<file path="config.mk">
export PLATFORM = sky130hd
export DESIGN_NAME = vga_pattern_gen_flat
export DESIGN_NICKNAME = d
export VERILOG_FILES = /design/src/rtl/vga_pkg.sv /design/src/rtl/vga_pattern_gen_if.sv /design/src/rtl/vga_timing.sv /design/src/rtl/vga_pattern_gen.sv /design/src/flat_wrapper.sv
export SDC_FILE = /design/constraint.sdc
export NUM_CORES = 1
export LEC_CHECK = 0
export BUFFER_PORTS_ARGS = -buffer_cell sky130_fd_sc_hd__clkbuf_2
export CELL_PAD_IN_SITES_DETAIL_PLACEMENT = 0
export CELL_PAD_IN_SITES_GLOBAL_PLACEMENT = 1
export CORE_UTILIZATION = 52
export CTS_BUF_LIST = sky130_fd_sc_hd__clkbuf_4 sky130_fd_sc_hd__clkbuf_8
export DETAILED_ROUTE_END_ITERATION = 7
export GPL_TIMING_DRIVEN = 0
export MAX_ROUTING_LAYER = met4
export PLACE_DENSITY = 0.94
export SETUP_SLACK_MARGIN = 0.2
export SLEW_MARGIN = 20
export SYNTH_ARGS = -nofsm -noshare
export SYNTH_HDL_FRONTEND = slang
export SYNTH_SLANG_ARGS = --single-unit
</file>
<file path="constraint.sdc">
create_clock -name CLK -period 5.65 [get_ports CLK]
set_input_delay 0.565 -clock CLK [delete_from_list [all_inputs] [get_ports CLK]]
set_output_delay 0.565 -clock CLK [all_outputs]
set_load 0.01 [all_outputs]
</file>
<file path="src/rtl/vga_pkg.sv">
// Shared constants for the VGA pattern generator: default 640x480@60 timing,
// pattern mode encodings and {r,g,b} bit positions.
package vga_pkg;

    localparam int H_ACTIVE_DEF = 640;
    localparam int H_FP_DEF     = 16;
    localparam int H_SYNC_DEF   = 96;
    localparam int H_BP_DEF     = 48;
    localparam int V_ACTIVE_DEF = 480;
    localparam int V_FP_DEF     = 10;
    localparam int V_SYNC_DEF   = 2;
    localparam int V_BP_DEF     = 33;

    localparam int RGB_R = 2;
    localparam int RGB_G = 1;
    localparam int RGB_B = 0;

    typedef enum logic [1:0] {
        MODE_SOLID  = 2'd0,
        MODE_BARS   = 2'd1,
        MODE_CHECK  = 2'd2,
        MODE_SCROLL = 2'd3
    } mode_e;

    function automatic logic [2:0] checker_rgb(input logic h_bit, input logic v_bit);
        return (h_bit ^ v_bit) ? 3'b111 : 3'b000;
    endfunction

endpackage

</file>
<file path="src/rtl/vga_pattern_gen_if.sv">
// Pattern-select inputs and RGB/sync outputs of the VGA pattern generator.
interface vga_pattern_gen_if #(
    parameter int COLOR_BITS = 1
);
    logic [1:0]            mode;
    logic [2:0]            solid_rgb;
    logic [COLOR_BITS-1:0] red;
    logic [COLOR_BITS-1:0] green;
    logic [COLOR_BITS-1:0] blue;
    logic                  h_sync;
    logic                  v_sync;
    logic                  active;
    logic                  frame_start;

    modport master (
        input  mode, solid_rgb,
        output red, green, blue, h_sync, v_sync, active, frame_start
    );

    modport slave (
        output mode, solid_rgb,
        input  red, green, blue, h_sync, v_sync, active, frame_start
    );
endinterface

</file>
<file path="src/rtl/vga_timing.sv">
// Horizontal/vertical raster counters with combinational sync, visibility and
// frame-start flags decoded from the current counter state.
module vga_timing #(
    parameter int   H_ACTIVE = 640,
    parameter int   H_FP     = 16,
    parameter int   H_SYNC   = 96,
    parameter int   H_BP     = 48,
    parameter int   V_ACTIVE = 480,
    parameter int   V_FP     = 10,
    parameter int   V_SYNC   = 2,
    parameter int   V_BP     = 33,
    parameter logic SYNC_POL = 1'b0
) (
    input  logic CLK,
    input  logic RST,
    output logic h_wrap_s,
    output logic h_b5_s,
    output logic v_b5_s,
    output logic h_sync_s,
    output logic v_sync_s,
    output logic vis_s,
    output logic frame_start_s
);
    localparam int H_TOTAL = H_ACTIVE + H_FP + H_SYNC + H_BP;
    localparam int V_TOTAL = V_ACTIVE + V_FP + V_SYNC + V_BP;
    localparam int H_W     = $clog2(H_TOTAL);
    localparam int V_W     = $clog2(V_TOTAL);

    localparam logic [31:0] H_VIS_END  = 32'(H_ACTIVE);
    localparam logic [31:0] HS_START   = 32'(H_ACTIVE + H_FP);
    localparam logic [31:0] HS_END     = 32'(H_ACTIVE + H_FP + H_SYNC);
    localparam logic [31:0] V_VIS_END  = 32'(V_ACTIVE);
    localparam logic [31:0] VS_START   = 32'(V_ACTIVE + V_FP);
    localparam logic [31:0] VS_END     = 32'(V_ACTIVE + V_FP + V_SYNC);

    logic [H_W-1:0] h_cnt_r;
    logic [V_W-1:0] v_cnt_r;
    logic [31:0]    h_pos_s;
    logic [31:0]    v_pos_s;
    logic           v_wrap_s;

    assign h_pos_s  = 32'(h_cnt_r);
    assign v_pos_s  = 32'(v_cnt_r);
    assign h_wrap_s = (h_cnt_r == H_W'(H_TOTAL - 1));
    assign v_wrap_s = (v_cnt_r == V_W'(V_TOTAL - 1));

    // Raster position: pixel counter wraps per line, line counter advances on that wrap.
    always_ff @(posedge CLK) begin
        if (RST) begin
            h_cnt_r <= '0;
            v_cnt_r <= '0;
        end else if (h_wrap_s) begin
            h_cnt_r <= '0;
            v_cnt_r <= v_wrap_s ? '0 : v_cnt_r + V_W'(1);
        end else begin
            h_cnt_r <= h_cnt_r + H_W'(1);
        end
    end

    assign h_sync_s = ((h_pos_s >= HS_START) && (h_pos_s < HS_END)) ? SYNC_POL : ~SYNC_POL;
    assign v_sync_s = ((v_pos_s >= VS_START) && (v_pos_s < VS_END)) ? SYNC_POL : ~SYNC_POL;
    assign vis_s         = (h_pos_s < H_VIS_END) && (v_pos_s < V_VIS_END);
    assign frame_start_s = (h_cnt_r == H_W'(0)) && (v_cnt_r == V_W'(0));

    // Bit 5 of each counter selects the 32x32 checker cell; narrow counters never reach it.
    if (H_W > 5) begin : g_h_b5
        assign h_b5_s = h_cnt_r[5];
    end else begin : g_h_b5_none
        assign h_b5_s = 1'b0;
    end

    if (V_W > 5) begin : g_v_b5
        assign v_b5_s = v_cnt_r[5];
    end else begin : g_v_b5_none
        assign v_b5_s = 1'b0;
    end

endmodule

</file>
<file path="src/rtl/vga_pattern_gen.sv">
// Parametrised VGA timing and test-pattern generator (solid, bars, checker, scrolling bars).
// Define VGA_OUTPUT_REG_EN for one extra aligned output register stage (latency 2 instead of 1).
module vga_pattern_gen
    import vga_pkg::*;
#(
    parameter int   H_ACTIVE   = H_ACTIVE_DEF,
    parameter int   H_FP       = H_FP_DEF,
    parameter int   H_SYNC     = H_SYNC_DEF,
    parameter int   H_BP       = H_BP_DEF,
    parameter int   V_ACTIVE   = V_ACTIVE_DEF,
    parameter int   V_FP       = V_FP_DEF,
    parameter int   V_SYNC     = V_SYNC_DEF,
    parameter int   V_BP       = V_BP_DEF,
    parameter logic SYNC_POL   = 1'b0,
    parameter int   COLOR_BITS = 1
) (
    input logic               CLK,
    input logic               RST,
    vga_pattern_gen_if.master bus
);
    localparam int BAR_W = H_ACTIVE / 8;
    localparam int BP_W  = (BAR_W > 1) ? $clog2(BAR_W) : 1;

    if ((H_ACTIVE % 8) != 0) begin : g_bad_h_active
        $error("vga_pattern_gen: H_ACTIVE must be divisible by 8");
    end

    logic h_wrap_s, h_b5_s, v_b5_s, h_sync_s, v_sync_s, vis_s, frame_start_s;

    vga_timing #(
        .H_ACTIVE(H_ACTIVE), .H_FP(H_FP), .H_SYNC(H_SYNC), .H_BP(H_BP),
        .V_ACTIVE(V_ACTIVE), .V_FP(V_FP), .V_SYNC(V_SYNC), .V_BP(V_BP),
        .SYNC_POL(SYNC_POL)
    ) u_timing (
        .CLK          (CLK),
        .RST          (RST),
        .h_wrap_s     (h_wrap_s),
        .h_b5_s       (h_b5_s),
        .v_b5_s       (v_b5_s),
        .h_sync_s     (h_sync_s),
        .v_sync_s     (v_sync_s),
        .vis_s        (vis_s),
        .frame_start_s(frame_start_s)
    );

    mode_e           mode_q_r;
    logic [2:0]      rgb_q_r;
    logic [7:0]      frame_cnt_r;
    logic [7:0]      frame_next_s;
    mode_e           mode_s;
    logic [2:0]      rgb_s;
    logic [2:0]      scroll_off_s;
    logic [BP_W-1:0] bar_px_r;
    logic [2:0]      bar_idx_r;
    logic [2:0]      pix_s;
    logic [2:0]      pix_vis_s;

    // Pixel (0,0) already uses the freshly sampled settings, so the whole frame is consistent.
    assign frame_next_s = frame_cnt_r + 8'd1;
    assign mode_s       = frame_start_s ? mode_e'(bus.mode) : mode_q_r;
    assign rgb_s        = frame_start_s ? bus.solid_rgb : rgb_q_r;
    assign scroll_off_s = frame_start_s ? frame_next_s[7:5] : frame_cnt_r[7:5];

    // Frame-boundary capture of pattern controls and frame counter.
    always_ff @(posedge CLK) begin
        if (RST) begin
            mode_q_r    <= MODE_SOLID;
            rgb_q_r     <= 3'b000;
            frame_cnt_r <= 8'd0;
        end else if (frame_start_s) begin
            mode_q_r    <= mode_e'(bus.mode);
            rgb_q_r     <= bus.solid_rgb;
            frame_cnt_r <= frame_next_s;
        end else begin
            mode_q_r    <= mode_q_r;
            rgb_q_r     <= rgb_q_r;
            frame_cnt_r <= frame_cnt_r;
        end
    end

    // Bar index tracks h_cnt by counting BAR_W pixels per bar, restarting with each line.
    always_ff @(posedge CLK) begin
        if (RST || h_wrap_s) begin
            bar_px_r  <= '0;
            bar_idx_r <= 3'd0;
        end else if (bar_px_r == BP_W'(BAR_W - 1)) begin
            bar_px_r  <= '0;
            bar_idx_r <= bar_idx_r + 3'd1;
        end else begin
            bar_px_r  <= bar_px_r + BP_W'(1);
            bar_idx_r <= bar_idx_r;
        end
    end

    // Pattern select for the pixel at the current counter position.
    always_comb begin
        pix_s = 3'b000;
        case (mode_s)
            MODE_SOLID:  pix_s = rgb_s;
            MODE_BARS:   pix_s = bar_idx_r;
            MODE_CHECK:  pix_s = checker_rgb(h_b5_s, v_b5_s);
            MODE_SCROLL: pix_s = bar_idx_r + scroll_off_s;
            default:     pix_s = 3'b000;
        endcase
    end

    assign pix_vis_s = vis_s ? pix_s : 3'b000;

    logic [COLOR_BITS-1:0] red_r, green_r, blue_r;
    logic                  h_sync_r, v_sync_r, active_r, frame_start_r;

    // First output stage: one clock behind the counters.
    always_ff @(posedge CLK) begin
        if (RST) begin
            red_r         <= '0;
            green_r       <= '0;
            blue_r        <= '0;
            h_sync_r      <= ~SYNC_POL;
            v_sync_r      <= ~SYNC_POL;
            active_r      <= 1'b0;
            frame_start_r <= 1'b0;
        end else begin
            red_r         <= {COLOR_BITS{pix_vis_s[RGB_R]}};
            green_r       <= {COLOR_BITS{pix_vis_s[RGB_G]}};
            blue_r        <= {COLOR_BITS{pix_vis_s[RGB_B]}};
            h_sync_r      <= h_sync_s;
            v_sync_r      <= v_sync_s;
            active_r      <= vis_s;
            frame_start_r <= frame_start_s;
        end
    end

`ifdef VGA_OUTPUT_REG_EN
    logic [COLOR_BITS-1:0] red_d_r, green_d_r, blue_d_r;
    logic                  h_sync_d_r, v_sync_d_r, active_d_r, frame_start_d_r;

    // Second output stage for IO timing; every output is delayed together.
    always_ff @(posedge CLK) begin
        if (RST) begin
            red_d_r         <= '0;
            green_d_r       <= '0;
            blue_d_r        <= '0;
            h_sync_d_r      <= ~SYNC_POL;
            v_sync_d_r      <= ~SYNC_POL;
            active_d_r      <= 1'b0;
            frame_start_d_r <= 1'b0;
        end else begin
            red_d_r         <= red_r;
            green_d_r       <= green_r;
            blue_d_r        <= blue_r;
            h_sync_d_r      <= h_sync_r;
            v_sync_d_r      <= v_sync_r;
            active_d_r      <= active_r;
            frame_start_d_r <= frame_start_r;
        end
    end

    assign bus.red         = red_d_r;
    assign bus.green       = green_d_r;
    assign bus.blue        = blue_d_r;
    assign bus.h_sync      = h_sync_d_r;
    assign bus.v_sync      = v_sync_d_r;
    assign bus.active      = active_d_r;
    assign bus.frame_start = frame_start_d_r;
`else
    assign bus.red         = red_r;
    assign bus.green       = green_r;
    assign bus.blue        = blue_r;
    assign bus.h_sync      = h_sync_r;
    assign bus.v_sync      = v_sync_r;
    assign bus.active      = active_r;
    assign bus.frame_start = frame_start_r;
`endif

endmodule
</file>
<file path="src/flat_wrapper.sv">
// flat-port wrapper written by rule: the top's interface ports become plain ports
module vga_pattern_gen_flat import vga_pkg::*;
#(
    parameter int   H_ACTIVE   = H_ACTIVE_DEF,
    parameter int   H_FP       = H_FP_DEF,
    parameter int   H_SYNC     = H_SYNC_DEF,
    parameter int   H_BP       = H_BP_DEF,
    parameter int   V_ACTIVE   = V_ACTIVE_DEF,
    parameter int   V_FP       = V_FP_DEF,
    parameter int   V_SYNC     = V_SYNC_DEF,
    parameter int   V_BP       = V_BP_DEF,
    parameter logic SYNC_POL   = 1'b0,
    parameter int   COLOR_BITS = 1
)
  (CLK, RST, bus_mode, bus_solid_rgb, bus_red, bus_green, bus_blue, bus_h_sync, bus_v_sync, bus_active, bus_frame_start);
  vga_pattern_gen_if #(.COLOR_BITS(COLOR_BITS)) bus_i ();
  input logic CLK;
  input logic RST;
  input wire logic [$bits(bus_i.mode)-1:0] bus_mode;
  input wire logic [$bits(bus_i.solid_rgb)-1:0] bus_solid_rgb;
  output wire logic [$bits(bus_i.red)-1:0] bus_red;
  output wire logic [$bits(bus_i.green)-1:0] bus_green;
  output wire logic [$bits(bus_i.blue)-1:0] bus_blue;
  output wire logic [$bits(bus_i.h_sync)-1:0] bus_h_sync;
  output wire logic [$bits(bus_i.v_sync)-1:0] bus_v_sync;
  output wire logic [$bits(bus_i.active)-1:0] bus_active;
  output wire logic [$bits(bus_i.frame_start)-1:0] bus_frame_start;
  assign bus_i.mode = bus_mode;
  assign bus_i.solid_rgb = bus_solid_rgb;
  assign bus_red = bus_i.red;
  assign bus_green = bus_i.green;
  assign bus_blue = bus_i.blue;
  assign bus_h_sync = bus_i.h_sync;
  assign bus_v_sync = bus_i.v_sync;
  assign bus_active = bus_i.active;
  assign bus_frame_start = bus_i.frame_start;
  vga_pattern_gen #(.H_ACTIVE(H_ACTIVE), .H_FP(H_FP), .H_SYNC(H_SYNC), .H_BP(H_BP), .V_ACTIVE(V_ACTIVE), .V_FP(V_FP), .V_SYNC(V_SYNC), .V_BP(V_BP), .SYNC_POL(SYNC_POL), .COLOR_BITS(COLOR_BITS)) u_core (.CLK(CLK), .RST(RST), .bus(bus_i));
endmodule
</file>
==> metrics.md <==
| Metric | Value |
|---|---|
| Die Width | `69.67 µm` |
| Crit path max fanout | `7` |
| Minimum clock period | `roughly 3.2 ns` |
| Via count | `1762` |
| Clock Skew | `0.002760 ns` |
| Global-route wire length before repair | `7217 µm` |
| Final Hold Vio Count | `0` |
| Arr. time, crit path | `approximately 3.4 ns` |
| Yosys top cell area share | `0.4204` |
| Area leader, netlist | `dfxtp_1` |
| CTS clk-pin slew, worst paths | `0.09 ns` |
| CTS buffer count | `5` |
| Post-Synthesis Cells | `255` |
| Final #Nets | `292` |
| Max_cap viols | `0` |
| Initial antenna violation count | `0` |
| CTS Sinks | `50` |
| Status | `finished clean` |
| Drc violations | `0` |
| Power density cells | `252.7 mW/mm²` |
| WL met1 | `2077 µm` |
| Setup TNS | `0 ns` |
| Total net switching power | `160.2 µW` |
| Cell variety after synth | `42` |
| Worst path slowest cell | `dfxtp_1` |
| Synth warn | `0` |
| Detailed placement HPWL | `3064 µm` |
| Syn avg cell area | `between 9 and 10 µm²` |
| DRT Pass-1 Iters | `4` |
| Crit-path cells | `nor3_2 -> and4_2 -> and4_1 -> nand4_1 -> xnor2_1 -> ha_1 -> inv_1 -> fa_1 -> xnor2_1 -> xnor2_1 -> or3_1 -> a41oi_2` |
| N_diodes | `0` |
| Ys flop type | `dfxtp_1` |
| Sw Ratio | `0.2433` |
| Worst Slack Setup Final | `2.467 ns` |
| Critical path launch point type | `register` |
| Largest net degree at the start of global routing | `15` |
| Most common cell after layout, fill and taps aside | `dfxtp_1` |
| Die H | `roughly 70 µm` |
| Internal reg-to-reg setup slack | `roughly 2.5 ns` |
| GRT Residual Overflow | `0` |
| Final WL | `approximately 4200 µm` |
| Max layer used | `met4` |
| Lkg Pwr | `approximately 1 nW` |
| Setup WS pre-CTS | `2.493 ns` |
| Post_cts resized | `0` |
| Routed Antenna Nets | `0` |
| CTS Root Cell | `clkbuf_8` |
| IO Port Bufs | `13` |
| Crit-path max cell delay | `about 0.4 ns` |
| Routed wl met2 | `1942 µm` |
| WS Path Type | `reg -> reg` |
| # Post-CTS Setup Buffers | `0` |
| Layout cells sized above 1 | `0.1341` |
| Site Rows | `24` |
| Total GRT Usage | `0.1941` |
| Post-CTS Hold Buffers | `0` |
| Vias per cell | `roughly 5.4` |
| GP Congestion | `~0.86` |
| Slew @ Worst Pin | `between 0.5 and 0.6 ns` |
| Post-DP Area | `0.002511 mm²` |
| Internal Power | `498.3 µW` |
| Clk_lat worst skew | `approximately 0.30 ns` |
| VDD IR max | `0.1048 mV` |
| Comb pwr share | `0.100` |
| Syn nets | `272` |
| HP Class | `reg -> reg` |
| Ports | `14` |
| Final setup vio count | `0` |
| Post-synth EDFFs | `0` |
| RSZ-0062 raised after global routing | `no` |
| H-Tree Depth | `2` |
| CTS tree | `done` |
| Seq pwr share | `0.572` |
| Initial Utilization | `0.5431` |
| Final count of pins violating max slew | `0` |
| Number of global-route vias before repair | `1527` |
| Clock power frac | `0.328` |
| Largest cells by area after synthesis | `dfxtp_1, nor2_1, xor2_1, xnor2_1, ha_1` |
| Post-Syn Area | `0.002381 mm²` |
| Syn-to-layout area delta | `9.459%` |
| Die area | `about 0.0049 mm²` |
| Slew HR | `0.6326` |
| DRT iter0 DRCs | `between 100 and 150` |
| Seq/Total Area, Yosys | `0.4204` |
| Final Cycle Share | `0.5633` |
| WL met3 | `154 µm` |
| Clk buf depth | `2` |
| Synth async-reset ratio | `0` |
| Endpoint type of the worst setup path | `register` |
| Fmax | `between 0.3 and 0.4 GHz` |
| Most frequent cells in the layout | `dfxtp_1, nor2_1, xor2_1` |
| Routed length per instance | `about 13 µm` |
| #FFs+latches synth | `50` |
| CP most frequent cell | `xnor2_1` |
| Critical Path RT | `5.88 ns` |
| Core Footprint | `0.004384 mm²` |
| Post-Layout Inst Area | `between 0.002 and 0.003 mm²` |
[state kept, by name, summed over array words and instances, names as in the netlist]
signal / count
u_core.bar_idx_r: 3
u_core.bar_px_r: 7
u_core.bus.active: 1
u_core.bus.blue: 1
u_core.bus.frame_start: 1
u_core.bus.green: 1
u_core.bus.h_sync: 1
u_core.bus.red: 1
u_core.bus.v_sync: 1
u_core.frame_cnt_r: 8
u_core.mode_q_r: 2
u_core.rgb_q_r: 3
u_core.u_timing.h_cnt_r: 10
u_core.u_timing.v_cnt_r: 10
[power by group through the flow]
stage | logic (mW) | clock network, mW | registers [mW]
finish | 0.0660 | 0.216 | 0.376
floorplan | 0.0468 | 0 | 0.385
global placement | 0.0656 | 0 | 0.384
detailed placement | 0.0659 | 0 | 0.384
CTS | 0.0663 | 0.226 | 0.376
global route | 0.0738 | 0.238 | 0.378
[Yosys cell counts, drive strengths merged, types with 2 or more instances]
cell,instances
xor2,18
and4,4
nand4,12
nand3b,3
or3,3
nor2b,2
nor2,45
dfxtp,50
inv,11
nand2b,4
clkbuf,3
nand2,12
a21oi,8
a31o,2
ha,9
nor3,6
a41oi,2
nand3,14
nor4,4
mux2i,5
buf,3
and3,2
o211ai,2
xnor2,14
o21ai,6
[area by class of cell]
class / count / area (µm²)
clock inverter: 1 / 5.005
clock buffer: 7 / 90.09
sequential: 50 / 1001
inverter: 11 / 41.29
tap: 52 / 65.06
buffer: 6 / 45.04
timing repair buffer: 13 / 65.06
multi-input combinational: 188 / 1294
fill: 403 / 1778
[kinds of logic after synthesis]
kind of cell | synth area share
flops | 0.4204
fa+ha+maj | 0.05570
buf+inv | 0.03626
mux | 0.02575
compound gates | 0.06622
simple gates | 0.2780
xor+xnor | 0.1177
[path summary, 6_finish.rpt]
path                                    from                 end  cells after the start
setup / recovery  u_core.u_timing.h_cnt_r[6]      u_core.bus.red                     12
hold / removal            u_core.bar_px_r[0]  u_core.bar_px_r[0]                      1
setup reg to reg  u_core.u_timing.h_cnt_r[6]      u_core.bus.red                     12
hold reg to reg           u_core.bar_px_r[0]  u_core.bar_px_r[0]                      1
[layer usage]
layer | vias to the layer above | track usage
met4 | 0 | 0.08000
li1 | 914 | -
met2 | 29 | 0.2934
met3 | 5 | 0.04360
met1 | 814 | 0.2518
met5 | - | -
[per-stage QoR]
step / total power, mW / hold WS, ns / util / std cells
detailed placement: 0.4502 / 0.4475 / 0.5728 / 320
floorplan: 0.4314 / 0.4132 / - / 255
global route: 0.6897 / 0.4873 / 0.5945 / 328
CTS: 0.6682 / 0.4601 / 0.5945 / 328
finish: 0.6585 / 0.4522 / 0.5945 / 328
global placement: 0.4495 / 0.4251 / 0.5728 / 320
[critical path, delay by kind of cell (launching register included)]
family	cells	cell delay, ns
buf+inv	1	0.05
fa+ha+maj	2	0.56
simple gates	5	1.43
xor+xnor	3	0.53
compound gates	1	0.17
flops	1	0.40
Power figures use the tool's default switching activity.
